File: src/rtl/fp_divsqrt_arbiter_if.sv
// Requester and fp_unit handshake bundle for fp_divsqrt_arbiter.
// The arbiter takes the slave modport; requesters plus the fp_unit side take master.
interface fp_divsqrt_arbiter_if #(
  parameter int unsigned NReq = 4
);
  logic [NReq-1:0]    req_valid;
  logic [NReq-1:0]    req_sqrt;
  logic [NReq*32-1:0] req_data1;
  logic [NReq*32-1:0] req_data2;
  logic [NReq*3-1:0]  req_rm;
  logic [NReq-1:0]    req_ack;
  logic [NReq-1:0]    resp_valid;
  logic [31:0]        resp_result;
  logic [4:0]         resp_flags;
  logic               fpu_enable;
  logic [31:0]        fpu_data1;
  logic [31:0]        fpu_data2;
  logic [2:0]         fpu_rm;
  logic               fpu_fdiv;
  logic               fpu_fsqrt;
  logic               fpu_ready;
  logic [31:0]        fpu_result;
  logic [4:0]         fpu_flags;

  modport master (
    output req_valid, req_sqrt, req_data1, req_data2, req_rm,
    input  req_ack, resp_valid, resp_result, resp_flags,
    input  fpu_enable, fpu_data1, fpu_data2, fpu_rm, fpu_fdiv, fpu_fsqrt,
    output fpu_ready, fpu_result, fpu_flags
  );

  modport slave (
    input  req_valid, req_sqrt, req_data1, req_data2, req_rm,
    output req_ack, resp_valid, resp_result, resp_flags,
    output fpu_enable, fpu_data1, fpu_data2, fpu_rm, fpu_fdiv, fpu_fsqrt,
    input  fpu_ready, fpu_result, fpu_flags
  );
endinterface

File: src/rtl/fp_divsqrt_arbiter.sv
// Round-robin sharing of one iterative fp div/sqrt unit among NReq requesters, one op in flight.
// Optional FP_ARB_TIMEOUT_EN: force completion with a qNaN/NV result after Timeout WAIT cycles.
module fp_divsqrt_arbiter #(
  parameter int unsigned NReq    = 4,
  parameter int unsigned Timeout = 64
) (
  input  logic                 clk_i,
  input  logic                 rst_ni,
  fp_divsqrt_arbiter_if.slave  bus_io,
  output logic                 timeout_err_o
);

  localparam int unsigned IdxW = (NReq > 1) ? $clog2(NReq) : 1;

  if (NReq < 2 || NReq > 8 || Timeout < 1) begin : g_param_check
    $error("fp_divsqrt_arbiter: unsupported NReq/Timeout");
  end

  typedef enum logic [1:0] {StIdle, StIssue, StWait, StResp} state_e;

  state_e          state_q;
  logic [IdxW-1:0] ptr_q, grant_q;
  logic [NReq-1:0] req_ack_q, resp_valid_q;
  logic [31:0]     resp_result_q;
  logic [4:0]      resp_flags_q;
  logic            fpu_enable_q, fpu_fdiv_q, fpu_fsqrt_q;
  logic [31:0]     fpu_data1_q, fpu_data2_q;
  logic [2:0]      fpu_rm_q;
  logic            timeout_err_q;

`ifdef FP_ARB_TIMEOUT_EN
  localparam int unsigned CntW = $clog2(Timeout + 1);
  logic [CntW-1:0] cnt_q;
`endif

  logic [IdxW-1:0] pick;
  logic            pick_vld;
  logic            sel_sqrt;
  logic [31:0]     sel_d1, sel_d2;
  logic [2:0]      sel_rm;

  function automatic logic [NReq-1:0] onehot(logic [IdxW-1:0] idx);
    logic [NReq-1:0] oh;
    oh      = '0;
    oh[idx] = 1'b1;
    return oh;
  endfunction

  // First valid requester strictly after the pointer, wrapping around.
  always_comb begin
    int unsigned cand;
    pick     = ptr_q;
    pick_vld = 1'b0;
    cand     = 0;
    for (int unsigned i = 1; i <= NReq; i++) begin
      cand = (32'(ptr_q) + i) % NReq;
      if (!pick_vld && bus_io.req_valid[cand]) begin
        pick     = IdxW'(cand);
        pick_vld = 1'b1;
      end
    end
  end

  always_comb begin
    sel_sqrt = bus_io.req_sqrt[pick];
    sel_d1   = bus_io.req_data1[32*int'(pick) +: 32];
    sel_d2   = bus_io.req_data2[32*int'(pick) +: 32];
    sel_rm   = bus_io.req_rm[3*int'(pick) +: 3];
  end

  always_ff @(posedge clk_i or negedge rst_ni) begin
    if (!rst_ni) begin
      state_q       <= StIdle;
      ptr_q         <= IdxW'(NReq - 1);
      grant_q       <= '0;
      req_ack_q     <= '0;
      resp_valid_q  <= '0;
      resp_result_q <= '0;
      resp_flags_q  <= '0;
      fpu_enable_q  <= 1'b0;
      fpu_fdiv_q    <= 1'b0;
      fpu_fsqrt_q   <= 1'b0;
      fpu_data1_q   <= '0;
      fpu_data2_q   <= '0;
      fpu_rm_q      <= '0;
      timeout_err_q <= 1'b0;
`ifdef FP_ARB_TIMEOUT_EN
      cnt_q         <= '0;
`endif
    end else begin
      unique case (state_q)
        StIdle: begin
          if (pick_vld) begin
            grant_q      <= pick;
            req_ack_q    <= onehot(pick);
            fpu_enable_q <= 1'b1;
            fpu_fdiv_q   <= !sel_sqrt;
            fpu_fsqrt_q  <= sel_sqrt;
            fpu_data1_q  <= sel_d1;
            fpu_data2_q  <= sel_sqrt ? 32'h0 : sel_d2;
            fpu_rm_q     <= sel_rm;
            state_q      <= StIssue;
          end
        end
        StIssue: begin
          req_ack_q    <= '0;
          fpu_enable_q <= 1'b0;
          fpu_fdiv_q   <= 1'b0;
          fpu_fsqrt_q  <= 1'b0;
`ifdef FP_ARB_TIMEOUT_EN
          cnt_q        <= '0;
`endif
          state_q      <= StWait;
        end
        StWait: begin
          // A ready on the expiry cycle takes priority over the forced result.
          if (bus_io.fpu_ready) begin
            resp_valid_q  <= onehot(grant_q);
            resp_result_q <= bus_io.fpu_result;
            resp_flags_q  <= bus_io.fpu_flags;
            state_q       <= StResp;
          end
`ifdef FP_ARB_TIMEOUT_EN
          else if (cnt_q == CntW'(Timeout - 1)) begin
            cnt_q         <= CntW'(Timeout);
            resp_valid_q  <= onehot(grant_q);
            resp_result_q <= 32'h7FC0_0000;
            resp_flags_q  <= 5'h10;
            timeout_err_q <= 1'b1;
            state_q       <= StResp;
          end else begin
            cnt_q <= cnt_q + 1'b1;
          end
`endif
        end
        StResp: begin
          resp_valid_q <= '0;
          ptr_q        <= grant_q;
          state_q      <= StIdle;
        end
        default: state_q <= StIdle;
      endcase
    end
  end

  assign bus_io.req_ack     = req_ack_q;
  assign bus_io.resp_valid  = resp_valid_q;
  assign bus_io.resp_result = resp_result_q;
  assign bus_io.resp_flags  = resp_flags_q;
  assign bus_io.fpu_enable  = fpu_enable_q;
  assign bus_io.fpu_fdiv    = fpu_fdiv_q;
  assign bus_io.fpu_fsqrt   = fpu_fsqrt_q;
  assign bus_io.fpu_data1   = fpu_data1_q;
  assign bus_io.fpu_data2   = fpu_data2_q;
  assign bus_io.fpu_rm      = fpu_rm_q;
  assign timeout_err_o      = timeout_err_q;

endmodule

File: src/flat_wrapper.sv
// flat-port wrapper written by rule: the top's interface ports become plain ports
module fp_divsqrt_arbiter_flat 
#(
  parameter int unsigned NReq    = 4,
  parameter int unsigned Timeout = 64
)
  (clk_i, rst_ni, timeout_err_o, bus_io_req_valid, bus_io_req_sqrt, bus_io_req_data1, bus_io_req_data2, bus_io_req_rm, bus_io_req_ack, bus_io_resp_valid, bus_io_resp_result, bus_io_resp_flags, bus_io_fpu_enable, bus_io_fpu_data1, bus_io_fpu_data2, bus_io_fpu_rm, bus_io_fpu_fdiv, bus_io_fpu_fsqrt, bus_io_fpu_ready, bus_io_fpu_result, bus_io_fpu_flags);
  fp_divsqrt_arbiter_if #(.NReq(NReq)) bus_io_i ();
  input  logic clk_i;
  input  logic rst_ni;
  output logic timeout_err_o;
  input wire logic [$bits(bus_io_i.req_valid)-1:0] bus_io_req_valid;
  input wire logic [$bits(bus_io_i.req_sqrt)-1:0] bus_io_req_sqrt;
  input wire logic [$bits(bus_io_i.req_data1)-1:0] bus_io_req_data1;
  input wire logic [$bits(bus_io_i.req_data2)-1:0] bus_io_req_data2;
  input wire logic [$bits(bus_io_i.req_rm)-1:0] bus_io_req_rm;
  output wire logic [$bits(bus_io_i.req_ack)-1:0] bus_io_req_ack;
  output wire logic [$bits(bus_io_i.resp_valid)-1:0] bus_io_resp_valid;
  output wire logic [$bits(bus_io_i.resp_result)-1:0] bus_io_resp_result;
  output wire logic [$bits(bus_io_i.resp_flags)-1:0] bus_io_resp_flags;
  output wire logic [$bits(bus_io_i.fpu_enable)-1:0] bus_io_fpu_enable;
  output wire logic [$bits(bus_io_i.fpu_data1)-1:0] bus_io_fpu_data1;
  output wire logic [$bits(bus_io_i.fpu_data2)-1:0] bus_io_fpu_data2;
  output wire logic [$bits(bus_io_i.fpu_rm)-1:0] bus_io_fpu_rm;
  output wire logic [$bits(bus_io_i.fpu_fdiv)-1:0] bus_io_fpu_fdiv;
  output wire logic [$bits(bus_io_i.fpu_fsqrt)-1:0] bus_io_fpu_fsqrt;
  input wire logic [$bits(bus_io_i.fpu_ready)-1:0] bus_io_fpu_ready;
  input wire logic [$bits(bus_io_i.fpu_result)-1:0] bus_io_fpu_result;
  input wire logic [$bits(bus_io_i.fpu_flags)-1:0] bus_io_fpu_flags;
  assign bus_io_i.req_valid = bus_io_req_valid;
  assign bus_io_i.req_sqrt = bus_io_req_sqrt;
  assign bus_io_i.req_data1 = bus_io_req_data1;
  assign bus_io_i.req_data2 = bus_io_req_data2;
  assign bus_io_i.req_rm = bus_io_req_rm;
  assign bus_io_req_ack = bus_io_i.req_ack;
  assign bus_io_resp_valid = bus_io_i.resp_valid;
  assign bus_io_resp_result = bus_io_i.resp_result;
  assign bus_io_resp_flags = bus_io_i.resp_flags;
  assign bus_io_fpu_enable = bus_io_i.fpu_enable;
  assign bus_io_fpu_data1 = bus_io_i.fpu_data1;
  assign bus_io_fpu_data2 = bus_io_i.fpu_data2;
  assign bus_io_fpu_rm = bus_io_i.fpu_rm;
  assign bus_io_fpu_fdiv = bus_io_i.fpu_fdiv;
  assign bus_io_fpu_fsqrt = bus_io_i.fpu_fsqrt;
  assign bus_io_i.fpu_ready = bus_io_fpu_ready;
  assign bus_io_i.fpu_result = bus_io_fpu_result;
  assign bus_io_i.fpu_flags = bus_io_fpu_flags;
  fp_divsqrt_arbiter #(.NReq(NReq), .Timeout(Timeout)) u_core (.clk_i(clk_i), .rst_ni(rst_ni), .bus_io(bus_io_i), .timeout_err_o(timeout_err_o));
endmodule
File: config.mk
export PLATFORM = sky130hd
export DESIGN_NAME = fp_divsqrt_arbiter_flat
export DESIGN_NICKNAME = d
export VERILOG_FILES = /design/src/rtl/fp_divsqrt_arbiter_if.sv /design/src/rtl/fp_divsqrt_arbiter.sv /design/src/flat_wrapper.sv
export SDC_FILE = /design/constraint.sdc
export NUM_CORES = 1
export LEC_CHECK = 0
export BUFFER_PORTS_ARGS = -buffer_cell sky130_fd_sc_hd__buf_4
export CORE_AREA = 3 3 169 171
export CTS_CLUSTER_DIAMETER = 100
export DETAILED_ROUTE_END_ITERATION = 8
export DIE_AREA = 0 0 172 174
export SLEW_MARGIN = 10
export SYNTH_ARGS = -nofsm -noshare
export SYNTH_HDL_FRONTEND = slang
export SYNTH_SLANG_ARGS = --single-unit
File: constraint.sdc
create_clock -name clk_i -period 4.15 [get_ports clk_i]
set_input_delay 0.83 -clock clk_i [delete_from_list [all_inputs] [get_ports clk_i]]
set_output_delay 0.83 -clock clk_i [all_outputs]
set_load 0.005 [all_outputs]
# [Word level (Yosys, flattened, before mapping)]
# Index checks and enable logic that the tools add are counted.
[word_totals] register_bits=121 inputBits=316 output_inout_bits=116 word_cells=87
[classes] addsub=4 n_mul=1 order_cmp=8 eq_ne=5 n_shift=3 muxes=36 n_reduce_logical=17
[ops] operator="$shiftx A128 B8 Y32" n=2
[ops] operator="$mux W32" n=1
[ops] operator="$shiftx A12 B32 Y3" n=1
[ops] operator="$lt A2 B3 Y1 const B" n=6
[ops] operator="$pmux W4 S2" n=2
[ops] operator="$mux W1" n=14
[ops] operator="$mux W2" n=6
[ops] operator="$bmux W1 S2" n=5
[ops] operator="$reduce_and A2 Y1" n=5
[ops] operator="$mux W4" n=2
[ops] operator="$pmux W2 S4" n=1
[ops] operator="$pmux W1 S2" n=3
[ops] operator="$logic_and A1 B1 Y1" n=5
[ops] operator="$add A2 B1 Y2 const B" n=2
[ops] operator="$add A2 B2 Y2 const B" n=2
[ops] operator="$demux W1 S2" n=2
[ops] operator="$eq A2 B2 Y1 const B" n=2
[ops] operator="$ge A2 B1 Y1 const B" n=2
[ops] operator="$logic_not A1 Y1" n=4
[ops] operator="$mul A2 B2 Y4 const A" n=1
[ops] operator="$reduce_bool A2 Y1" n=2
[ops] operator="$eq A2 B1 Y1 const B" n=1
[ops] operator="$logic_not A2 Y1" n=1
[ops] operator="$ne A2 B1 Y1 const B" n=1
[ops] operator="$ne A2 B2 Y1 const B" n=1

# [Logic depth before layout (Yosys ltp)]
# Gate-level depths: netlist of run 1.
[logic_depth] depth_word=19 mapped_depth=8 mapped_depth_nobuf=6

# [Least setup slack after synthesis of run 1]
# OpenSTA, ideal clock, no wires.
[synth_timing] kind="input port to flip-flop" from="input port bus_io_req_valid[2]" to="register u_core.fpu_fsqrt_q, in the netlist u_core.bus_io.fpu_fsqrt" t_arrival_ns=2.183 setup_slack_ns=1.847 cell_stages=6 n_path_buf=1 cell_sequence="nand2b_1 -> and3_1 -> buf_4 -> nor3_4 -> mux4_2 -> a31o_1"
[synth_via] elab_chain_len=16 word_cells_on_any_way=28
[synth_lines] element="start: declaration" line="flat_wrapper.sv:12" rtl="input wire logic [$bits(bus_io_i.req_valid)-1:0] bus_io_req_valid;"
[synth_lines] element="$bmux W1 S2" line="fp_divsqrt_arbiter.sv:57" rtl="if (!pick_vld && bus_io.req_valid[cand]) begin"
[synth_lines] element="$mux W1 (implied by the code)" line="fp_divsqrt_arbiter.sv:57"
[synth_lines] element="$mux W1" line="fp_divsqrt_arbiter.sv:57"
[synth_lines] element="$logic_not A1 Y1" line="fp_divsqrt_arbiter.sv:57"
[synth_lines] element="$logic_and A1 B1 Y1" line="fp_divsqrt_arbiter.sv:57"
[synth_lines] element="$mux W1" line="fp_divsqrt_arbiter.sv:57"
[synth_lines] element="$logic_not A1 Y1" line="fp_divsqrt_arbiter.sv:57"
[synth_lines] element="$logic_and A1 B1 Y1" line="fp_divsqrt_arbiter.sv:57"
[synth_lines] element="$mux W1" line="fp_divsqrt_arbiter.sv:57"
[synth_lines] element="$logic_not A1 Y1" line="fp_divsqrt_arbiter.sv:57"
[synth_lines] element="$logic_and A1 B1 Y1" line="fp_divsqrt_arbiter.sv:57"
[synth_lines] element="$mux W2" line="fp_divsqrt_arbiter.sv:57"
[synth_lines] element="$bmux W1 S2" line="fp_divsqrt_arbiter.sv:65" rtl="sel_sqrt = bus_io.req_sqrt[pick];"
[synth_lines] element="$mux W1 (implied by the code)" line="fp_divsqrt_arbiter.sv:65"
[synth_lines] element="$mux W1" line="fp_divsqrt_arbiter.sv:93" rtl="if (pick_vld) begin"
[synth_lines] element="$pmux W1 S2" line="fp_divsqrt_arbiter.sv:91" rtl="unique case (state_q)"
[synth_lines] element="end signal: assignment" line="fp_divsqrt_arbiter.sv:98" rtl="fpu_fsqrt_q <= sel_sqrt;"
[synth_lines] element="end: declaration" line="fp_divsqrt_arbiter.sv:26" rtl="logic fpu_enable_q, fpu_fdiv_q, fpu_fsqrt_q;"
# Parallel ways exist; a longest one is shown, timed or not. The select of a mux whose other input is x is not followed.
# A chain may end at the register's enable or synchronous reset.

# [Worst setup path after layout of run 1]
[layout_timing] from="input port bus_io_req_valid[3]" to="register u_core.fpu_data2_q[0], in the netlist u_core.bus_io.fpu_data2[0]"
[layout_via] elab_chain_len=15 word_cells_on_any_way=27
[layout_lines] element="parallel branches: the longest is 15 deep, another holds $bmux W1 S2"
[layout_lines] element="end signal: assignment" line="fp_divsqrt_arbiter.sv:100" rtl="fpu_data2_q <= sel_sqrt ? 32'h0 : sel_d2;"
[layout_lines] element="end: declaration" line="fp_divsqrt_arbiter.sv:27" rtl="logic [31:0] fpu_data1_q, fpu_data2_q;"
# Parallel ways; which one is timed is not known. The select of a mux whose other input is x is not followed.

==> results of run 1 <==
[kinds of logic after synthesis]
logic type / Yosys count / synth area share
other: 1 / 0.0005238
AO/OA/AOI/OAI: 171 / 0.2202
buffers and inverters: 73 / 0.04858
AND/OR/NAND/NOR: 140 / 0.09577
adder cells (fa/ha/maj): 5 / 0.008738
multiplexers: 139 / 0.2029
flip-flops: 121 / 0.4233
[per-stage QoR]
step / util / hold WS, ps / instances / setup slack, ps
finish: 0.4166 / 478.4 / 1398 / 1507
global route: 0.4166 / 504.9 / 1398 / 1353
CTS: 0.4165 / 493.7 / 1397 / 1482
detailed placement: 0.3936 / 474.5 / 1366 / 1047
global placement: 0.3936 / 473.3 / 1366 / 1120
floorplan: - / 479.9 / 650 / 1847
[worst max-delay path by stage]
stage | startpoint | endpoint | slack (ps) | cells past startpoint
final | bus_io_req_valid[3] | u_core.bus_io.fpu_data2[0] | 1510 | 5
after global routing | bus_io_req_valid[3] | u_core.bus_io.fpu_data2[0] | 1350 | 5
after CTS | bus_io_req_valid[3] | u_core.bus_io.fpu_data2[0] | 1480 | 5
after detailed placement | bus_io_req_valid[3] | u_core.bus_io.fpu_data2[0] | 1050 | 5
after global placement | bus_io_req_valid[3] | u_core.bus_io.fpu_data2[0] | 1120 | 5
after floorplan | bus_io_req_valid[2] | u_core.bus_io.fpu_fsqrt | 1850 | 6
[routing by layer]
layer | vias to the layer above | global-route usage | part of all wire
li1 | 3293 | - | -
met1 | 3375 | 0.2372 | 0.40
met2 | 343 | 0.3120 | 0.49
met3 | 42 | 0.05072 | 0.084
met4 | 0 | 0.06653 | 0.025
met5 | - | 0 | 0
[synthesized netlist by cell type, types with 3 or more instances]
| cell | n |
|---|---|
| a211o_1 | 35 |
| a21oi_1 | 3 |
| a22o_1 | 8 |
| buf_2 | 23 |
| buf_6 | 5 |
| clkbuf_1 | 34 |
| dfrtp_1 | 119 |
| ha_1 | 5 |
| inv_1 | 7 |
| mux2_2 | 39 |
| mux2i_1 | 99 |
| nand2_1 | 80 |
| nand2b_1 | 5 |
| nand4_1 | 35 |
| nor2_1 | 5 |
| o211ai_1 | 35 |
| o21ai_1 | 3 |
| o221ai_2 | 30 |
| o31ai_1 | 36 |
[report_power, final]
group | internal, mW | switching (mW) | total [mW]
Clock | 1.02 | 0.598 | 1.62
Combinational | 1.92 | 2.01 | 3.92
Sequential | 1.74 | 0.328 | 2.07
Total | 4.68 | 2.93 | 7.61
[registers in the layout, indices dropped and copies added (netlist names)]
register,count
u_core.bus_io.fpu_data1,32
u_core.bus_io.fpu_data2,32
u_core.bus_io.fpu_enable,1
u_core.bus_io.fpu_fdiv,1
u_core.bus_io.fpu_fsqrt,1
u_core.bus_io.fpu_rm,3
u_core.bus_io.req_ack,4
u_core.bus_io.resp_flags,5
u_core.bus_io.resp_result,32
u_core.bus_io.resp_valid,4
u_core.grant_q,2
u_core.ptr_q,2
u_core.state_q,2
[worst max-delay path, cell delays in order]
cell and delay, ps:
buf_4 130, nor4_1 430, nand2b_4 410, a2111o_2 800
o221ai_1 240
[cell type report]
class | count | area (um^2)
clock inverters | 11 | 171.4
multi-input cells | 456 | 3819
inverters | 7 | 26.28
flip-flops and latches | 121 | 3030
fillers | 2632 | 15770
repair buffers | 441 | 3336
diodes | 1 | 2.502
well taps | 341 | 426.7
clock buffers | 20 | 446.7
==> flow_metrics.tcl, run 1 <==
set metrics [dict create \
    clk_pin_slew_worst_paths_ps 60 \
    final_hold_viol_count 0 \
    design_power_total_mw 7.611 \
    maxSlewHeadroom 0.3385 \
    synth.net_count 971 \
    slew_viol_final 0 \
    fmax_mhz 378.3 \
    viasPerCell 5.045 \
    drv_cap 0 \
    postSynthCellCount 650 \
    required_ps 4390 \
    port_buffers 430 \
    setup_tns_ps 0 \
    pin_count 432 \
    synth_edf_count 0 \
    cp_max_fo 32 \
    cts-root-buf "clkbuf_16" \
    setup_viol 0 \
    hpwl_um 21690 \
    cts_tree "yes" \
    ys_seq_area_frac 0.4233 \
    grt_pass1_vias 7180 \
    grt_max_degree 122 \
    skew_ps 17.84 \
    tightest_slew_ps 992.2 \
    final_cell_mix "439 x buf_4, 119 x dfrtp_1, 99 x mux2i_1" \
    design.die.area_um2 29930 \
    clock_latency_ps 420 \
    ys_ff_latch 121 \
    track_usage 0.1890 \
    grt_pass1_wl_um 43430 \
    rr_endpoint "u_core.bus_io.fpu_data2[12]" \
    critPathCaptureType "flop" \
    crit_type "in2reg" \
    post_cts_buffers 0 \
    gp_congestion 0.8003 \
    fin_crit_ps 2643 \
    yosysWarnings 1 \
    nets 1365 \
    synthArstFlopShare 1.000 \
    min_period_over_period 0.6370 \
    drtIter0Drc 460 \
    r2r_setup_slack_ps 1580 \
    fin_area_um2 11260 \
    synth_largest_area_cell "dfrtp_1" \
    cts.sinks 121 \
    numCtsBuffers 17 \
    post_drt_wl_per_cell_um 21.27 \
    leakagePower_nw 5.488 \
    htree_levels 4 \
    areaGrowthSynthToFinish_pct 57.25 \
    vias 7053 \
    arrival_ps 2880 \
    synth_top_area_share 0.4159 \
    grt_overflow 0 \
    dpl-instance-area_um2 10640 \
    peakVddDrop_v 0.0004377 \
    core_area_um2 27030 \
    worst_r2r_path_depth 5 \
    die_x_um 172 \
    min-delay-path-class "in2async" \
    power_density_nw_per_um2 676.1 \
    cts_resized 0 \
    drive_gt1_frac 0.5284 \
    synth-main-ff-cell "dfrtp_1" \
    yosys-top-cells-area "dfrtp_1 42%, mux2i_1 14%, o221ai_2 6.3%, mux2_2 6.1%, a211o_1 4.3%" \
    row_count 60 \
    drcViolationCount 0 \
    syn_area_um2 7159 \
    r2r_start "u_core.state_q[0]" \
    start_util 0.2649 \
    avgSynthCellArea_um2 11.01 \
    routed_wl_um 29740 \
    drtAntennaViolNets 0 \
    ctsHoldBuffers 0 \
    antenna_found_initial 1 \
    final_common_cell "buf_4" \
    rsz0062_at_grt "no" \
    drt_pass1_iterations 5 \
    clk_path_buf_depth 2 \
    status "finished, final reports clean" \
    yosysUniqueCellTypes 52 \
    die_height_um 174 \
    start_kind "input pin" \
]
Power figures use the tool's default switching activity.
==> run 2, diff against run 1 <==
ABC_AREA = 1   (was default)
CORE_AREA = 3 3 167 169   (was 3 3 169 171)
DIE_AREA = 0 0 170 172   (was 0 0 172 174)
clock period = 2.3 ns   (was 4.15 ns; I/O delays follow)
==> flow_metrics.tcl, run 2 <==
set metrics [dict create \
    critPathCaptureType "flop" \
    fin_area_um2 12410 \
    htree_levels 4 \
    grt_overflow 0 \
    final_hold_viol_count 0 \
    postSynthCellCount 1068 \
    avgSynthCellArea_um2 6.921 \
    slew_viol_final 0 \
    crit_end "u_core.bus_io.fpu_data2[24]" \
    grt_pass1_vias 8471 \
    cts-root-buf "clkbuf_16" \
    final_cell_mix "532 x nand2_1, 462 x buf_4, 210 x nand3_1" \
    cp_max_fo 8 \
    clock_latency_ps 420 \
    track_usage 0.2013 \
    arrival_ps 2570 \
    crit_type "reg2reg" \
    hpwl_um 23700 \
    min_period_over_period 0.9653 \
    p_switching_mw 9.807 \
    setup_viol 0 \
    rr_endpoint "u_core.bus_io.fpu_data2[24]" \
    vias 8754 \
    synth-main-ff-cell "dfrtp_1" \
    gp_congestion 0.8491 \
    grt_pass1_wl_um 46200 \
    hold_ws_ps 272.0 \
    core_area_um2 26730 \
    areaGrowthSynthToFinish_pct 67.82 \
    synth.top_cells.by_count "545 x nand2_1, 218 x nand3_1, 119 x dfrtp_1, 47 x buf_2, 37 x mux2_2" \
    combPwrFrac 0.694 \
    yosysUniqueCellTypes 27 \
    seq_power_share 0.174 \
    port_buffers 430 \
    setup_tns_ps 0 \
    synth_largest_area_cell "dfrtp_1" \
    post_drt_wl_per_cell_um 17.53 \
    maxSlewHeadroom 0.6325 \
    routed_wl_um 32740 \
    viasPerCell 4.686 \
    synth.net_count 1389 \
    cts.sinks 121 \
    die_height_um 172 \
    yosysWarnings 1 \
    fin_crit_ps 2220 \
    drt_pass1_iterations 7 \
    grt_max_degree 53 \
    start_util 0.2766 \
    clk_path_buf_depth 2 \
    design.die.area_um2 29240 \
    status "finished, final reports clean" \
    syn_area_um2 7392 \
    drv_cap 0 \
    drtIter0Drc 516 \
    pin_count 432 \
    row_count 60 \
    dpl-instance-area_um2 11170 \
    start_kind "flop" \
    ys_ff_latch 121 \
    pwr-share-clk 0.132 \
    clk_pin_slew_worst_paths_ps 70 \
    numCtsBuffers 17 \
    die_x_um 170 \
    rsz0062_at_grt "yes" \
    drtAntennaViolNets 0 \
    fmax_mhz 450.4 \
    required_ps 2650 \
    leakagePower_nw 6.828 \
    worst_r2r_path_depth 16 \
    internal-power_mw 11.23 \
    synth_top_area_share 0.4028 \
    yosys-top-cells-area "dfrtp_1 40%, nand2_1 28%, nand3_1 15%, mux2_2 5.6%, buf_2 3.2%" \
    drive_gt1_frac 0.4004 \
    tightest_slew_ps 547.6 \
    r2r_start "u_core.ptr_q[0]" \
    power_density_nw_per_um2 1696 \
    yosysMostFrequentCell "nand2_1" \
    drcViolationCount 0 \
    skew_ps 12.25 \
    final_common_cell "nand2_1" \
    synthArstFlopShare 1.000 \
    ys_seq_area_frac 0.4100 \
    cp-startpoint "u_core.ptr_q[0]" \
    switching_share 0.4662 \
    peakVddDrop_v 0.0008549 \
    nets 1834 \
    antenna_found_initial 1 \
    cts_tree "yes" \
    synth_edf_count 0 \
    min-delay-path-class "in2reg" \
    r2r_setup_slack_ps 80 \
]
==> run 2: cell count changes after synthesis, moves of 11 or more <==
cell / change
mux2i_1: -99
nand3_1: +216
o211ai_1: -35
o31ai_1: -36
nand2_2: +11
nand2_1: +465
a211o_1: -35
clkbuf_1: -24
nand4_1: -35
o221ai_2: -30
buf_2: +24
==> run 2: final cells by class <==
type / count / area, um^2
diodes: 1 / 2.502
well taps: 341 / 426.7
fillers: 2732 / 14320
multi-input cells: 853 / 4058
inverters: 20 / 97.59
repair buffers: 500 / 4190
clock inverters: 13 / 157.7
clock buffers: 19 / 442.9
flip-flops and latches: 121 / 3030
==> run 2: worst min-delay path by stage <==
| stage | endpoint | startpoint | cells past startpoint |
|---|---|---|---|
| CTS | u_core.bus_io.resp_result[29] | bus_io_fpu_result[29] | 2 |
| global placement | u_core.bus_io.resp_result[22] | rst_ni | 1 |
| floorplan | u_core.bus_io.fpu_data1[0] | rst_ni | 0 |
| global route | u_core.bus_io.resp_result[8] | bus_io_fpu_result[8] | 2 |
| finish | u_core.bus_io.resp_flags[0] | bus_io_fpu_flags[0] | 2 |
| detailed placement | u_core.bus_io.resp_result[22] | rst_ni | 1 |
==> run 2: critical path, stage by stage, from the launching register on <==
cell and delay, ps:
dfstp_2 620, buf_6 120, nand2_1 70, nand2_2 120
nand2_2 80, nand2_4 90, nand2_4 70, nand2_4 90
nand2_8 70, nand2_8 160, nand2_4 50, nand2_2 80
nand2_4 70, nand2_8 130, clkbuf_16 170, nand3_1 70
nand2_1 80
==> run 2: logic make-up after synthesis <==
family                     count (synthesis)  synth area share
DFF                                      121            0.4100
buffers and inverters                     94           0.06466
AOI/OAI and AO/OA                         23           0.01625
adders and majority gates                  5          0.008463
and+or+nand+nor                          787            0.4438
muxes                                     37           0.05636
other                                      1         0.0005073
==> run 2: power groups by stage <==
stage | Sequential, mW | Clock [mW] | Combinational [mW]
2_1_floorplan | 3.66 | 0 | 7.60
3_3_place_gp | 3.67 | 0 | 12.5
4_1_cts | 3.67 | 2.83 | 12.7
3_5_place_dp | 3.67 | 0 | 12.6
5_1_grt | 3.78 | 2.94 | 16.3
6_report | 3.67 | 2.77 | 14.6
==> run 2: per-layer routing <==
layer / vias to the layer above / global-route usage / routed length, um / share of wire
met3: 38 / 0.05693 / 2612 / 0.080
met4: 0 / 0.06667 / 762 / 0.023
met1: 4028 / 0.2385 / 12980 / 0.40
li1: 4319 / - / - / -
met5: - / 0 / 0 / 0
met2: 369 / 0.3532 / 16380 / 0.50
==> run 2: stage by stage <==
| stage | worst slack [ps] | instances | utilization | total power [mW] |
|---|---|---|---|---|
| 6_report | 79.71 | 1868 | 0.4642 | 21.04 |
| 5_1_grt | -87.55 | 1868 | 0.4642 | 22.99 |
| 4_1_cts | -6.296 | 1838 | 0.4408 | 19.17 |
| 3_5_place_dp | -31.02 | 1805 | 0.4179 | 16.32 |
| 3_3_place_gp | 47.68 | 1805 | 0.4179 | 16.18 |
| 2_1_floorplan | 321.4 | 1068 | - | 11.26 |
==> run 2: repair_timing <==
item	in CTS	in global routing
hold buffers	1	0
cloned	0	10
hold endpoints to repair	42	0
setup buffers	0	19
setup endpoints to repair	4	77
pin swaps	0	17
gates resized for setup	1	55
==> run 3, diff against run 2 <==
CAP_MARGIN = 15   (was default)
RECOVER_POWER = 100   (was default)
==> flow_metrics.tcl, run 3 (same netlist as run 2, synthesis figures left out) <==
set metrics [dict create \
    met3_usage 0.05693 \
    cp_max_fo 8 \
    drcViolationCount 0 \
    antenna_found_initial 1 \
    port_buffers 430 \
    critPathCaptureType "flop" \
    clk_path_buf_depth 2 \
    gr-max-usage-layer "met2" \
    row_count 60 \
    fmax_mhz 450.4 \
    cpMaxStageDelayCell "dfstp_2" \
    grt_overflow 0 \
    fin_crit_ps 2220 \
    cts.sinks 121 \
    gp_congestion 0.8491 \
    gr-usage-met1 0.2385 \
    power_density_nw_per_um2 1698 \
    grt_pass1_wl_um 46200 \
    hpwl_um 23700 \
    cp_cell_sequence "buf_6 -> nand2_1 -> nand2_2 -> nand2_2 -> nand2_4 -> nand2_4 -> nand2_4 -> nand2_8 -> nand2_8 -> nand2_4 -> nand2_2 -> nand2_4 -> nand2_8 -> clkbuf_16 -> nand3_1 -> nand2_1" \
    clock_latency_ps 420 \
    min_period_over_period 0.9654 \
    min-delay-path-class "in2reg" \
    die_x_um 170 \
    path_common_cell "nand2_4" \
    required_ps 2650 \
    htree_levels 4 \
    instances_no_fill 1868 \
    grt_pass1_vias 8471 \
    final_hold_viol_count 0 \
    areaGrowthSynthToFinish_pct 67.57 \
    pin_count 432 \
    crit_family "simple AND/OR/NAND/NOR gates" \
    rsz0062_at_grt "yes" \
    skew_ps 10.91 \
    maxSlewHeadroom 0.2217 \
    start_util 0.2766 \
    arrival_ps 2570 \
    vias 8748 \
    drt_pass1_iterations 7 \
    slowest_delay_ps 620 \
    gr-usage-met2 0.3532 \
    path_buf_inv 2 \
    crit_type "reg2reg" \
    clk_pin_slew_worst_paths_ps 70 \
    drive_gt1_frac 0.4004 \
    drtAntennaViolNets 0 \
    design.die.area_um2 29240 \
    drtIter0Drc 505 \
    dpl-instance-area_um2 11170 \
    final_common_cell "nand2_1" \
    status "finished, final reports clean" \
    cts-root-buf "clkbuf_16" \
    nets 1834 \
    peakVddDrop_v 0.0008547 \
    grt_max_degree 53 \
    fin_area_um2 12390 \
    die_height_um 172 \
    design_power_total_mw 21.03 \
    cts_tree "yes" \
    start_kind "flop" \
    numCtsBuffers 17 \
    leakagePower_nw 6.821 \
    final_cell_mix "532 x nand2_1, 463 x buf_4, 210 x nand3_1" \
    core_area_um2 26730 \
    routed_wl_um 32650 \
    post_drt_wl_per_cell_um 17.48 \
    hold_ws_ps 272.4 \
    track_usage 0.2013 \
    viasPerCell 4.683 \
    r2r_setup_slack_ps 80 \
    dp_cells 1805 \
    drv_cap 0 \
    tightest_slew_ps 1167 \
    setup_viol 0 \
    slew_viol_final 0 \
]
run 3: cell types whose count changed in the layout (fill, tap and decap cells not counted):
cell,before,now
buf_12,17,16
clkbuf_2,0,1
buf_6,9,8
buf_4,462,463
run 3: area by class of cell:
type                    count  area, um^2
repair buffers            500        4172
clock buffers              19       442.9
diodes                      1       2.502
well taps                 341       426.7
flip-flops and latches    121        3030
clock inverters            13       157.7
multi-input cells         853        4058
inverters                  20       97.59
fillers                  2734       14340
run 3: final timing paths:
check / endpoint / startpoint / depth (start not counted)
max in group asynchronous: u_core.bus_io.req_ack[0] / rst_ni / 3
hold reg to reg: u_core.bus_io.fpu_data2[25] / u_core.bus_io.fpu_data2[25] / 2
min in group asynchronous: u_core.bus_io.resp_result[22] / rst_ni / 2
setup reg to reg: u_core.bus_io.fpu_data2[24] / u_core.ptr_q[0] / 16
hold / removal: u_core.bus_io.resp_flags[0] / bus_io_fpu_flags[0] / 2
setup / recovery: u_core.bus_io.fpu_data2[24] / u_core.ptr_q[0] / 16
run 3: what timing repair did:
action                                  in CTS  in global routing
pin swaps                                    0                 17
resized for setup                            1                 55
hold buffers                                 1                  0
buffers inserted                             0                 19
hold endpoints to repair                    42                  0
gates cloned                                 0                 10
endpoints found under the setup margin       4                 77
run 3: per-layer routing:
metal  up-vias  wire length, um
met2       372            16400
met4         0              761
met1      4017            12920
li1       4323                -
met3        36             2570
met5         -                0
run 3: where the power goes:
group          switching [mW]  internal [mW]
registers               0.564           3.10
clock network            1.11           1.66
logic                    8.13           6.46
run 3: stage by stage:
stage	TNS, ps	worst slack (ps)	utilization
after global routing	-2338	-87.55	0.4635
after floorplan	0	321.4	-
after CTS	-9.243	-6.296	0.4408
after detailed placement	-54.69	-31.02	0.4179
after global placement	0	47.68	0.4179
final	0	79.67	0.4635
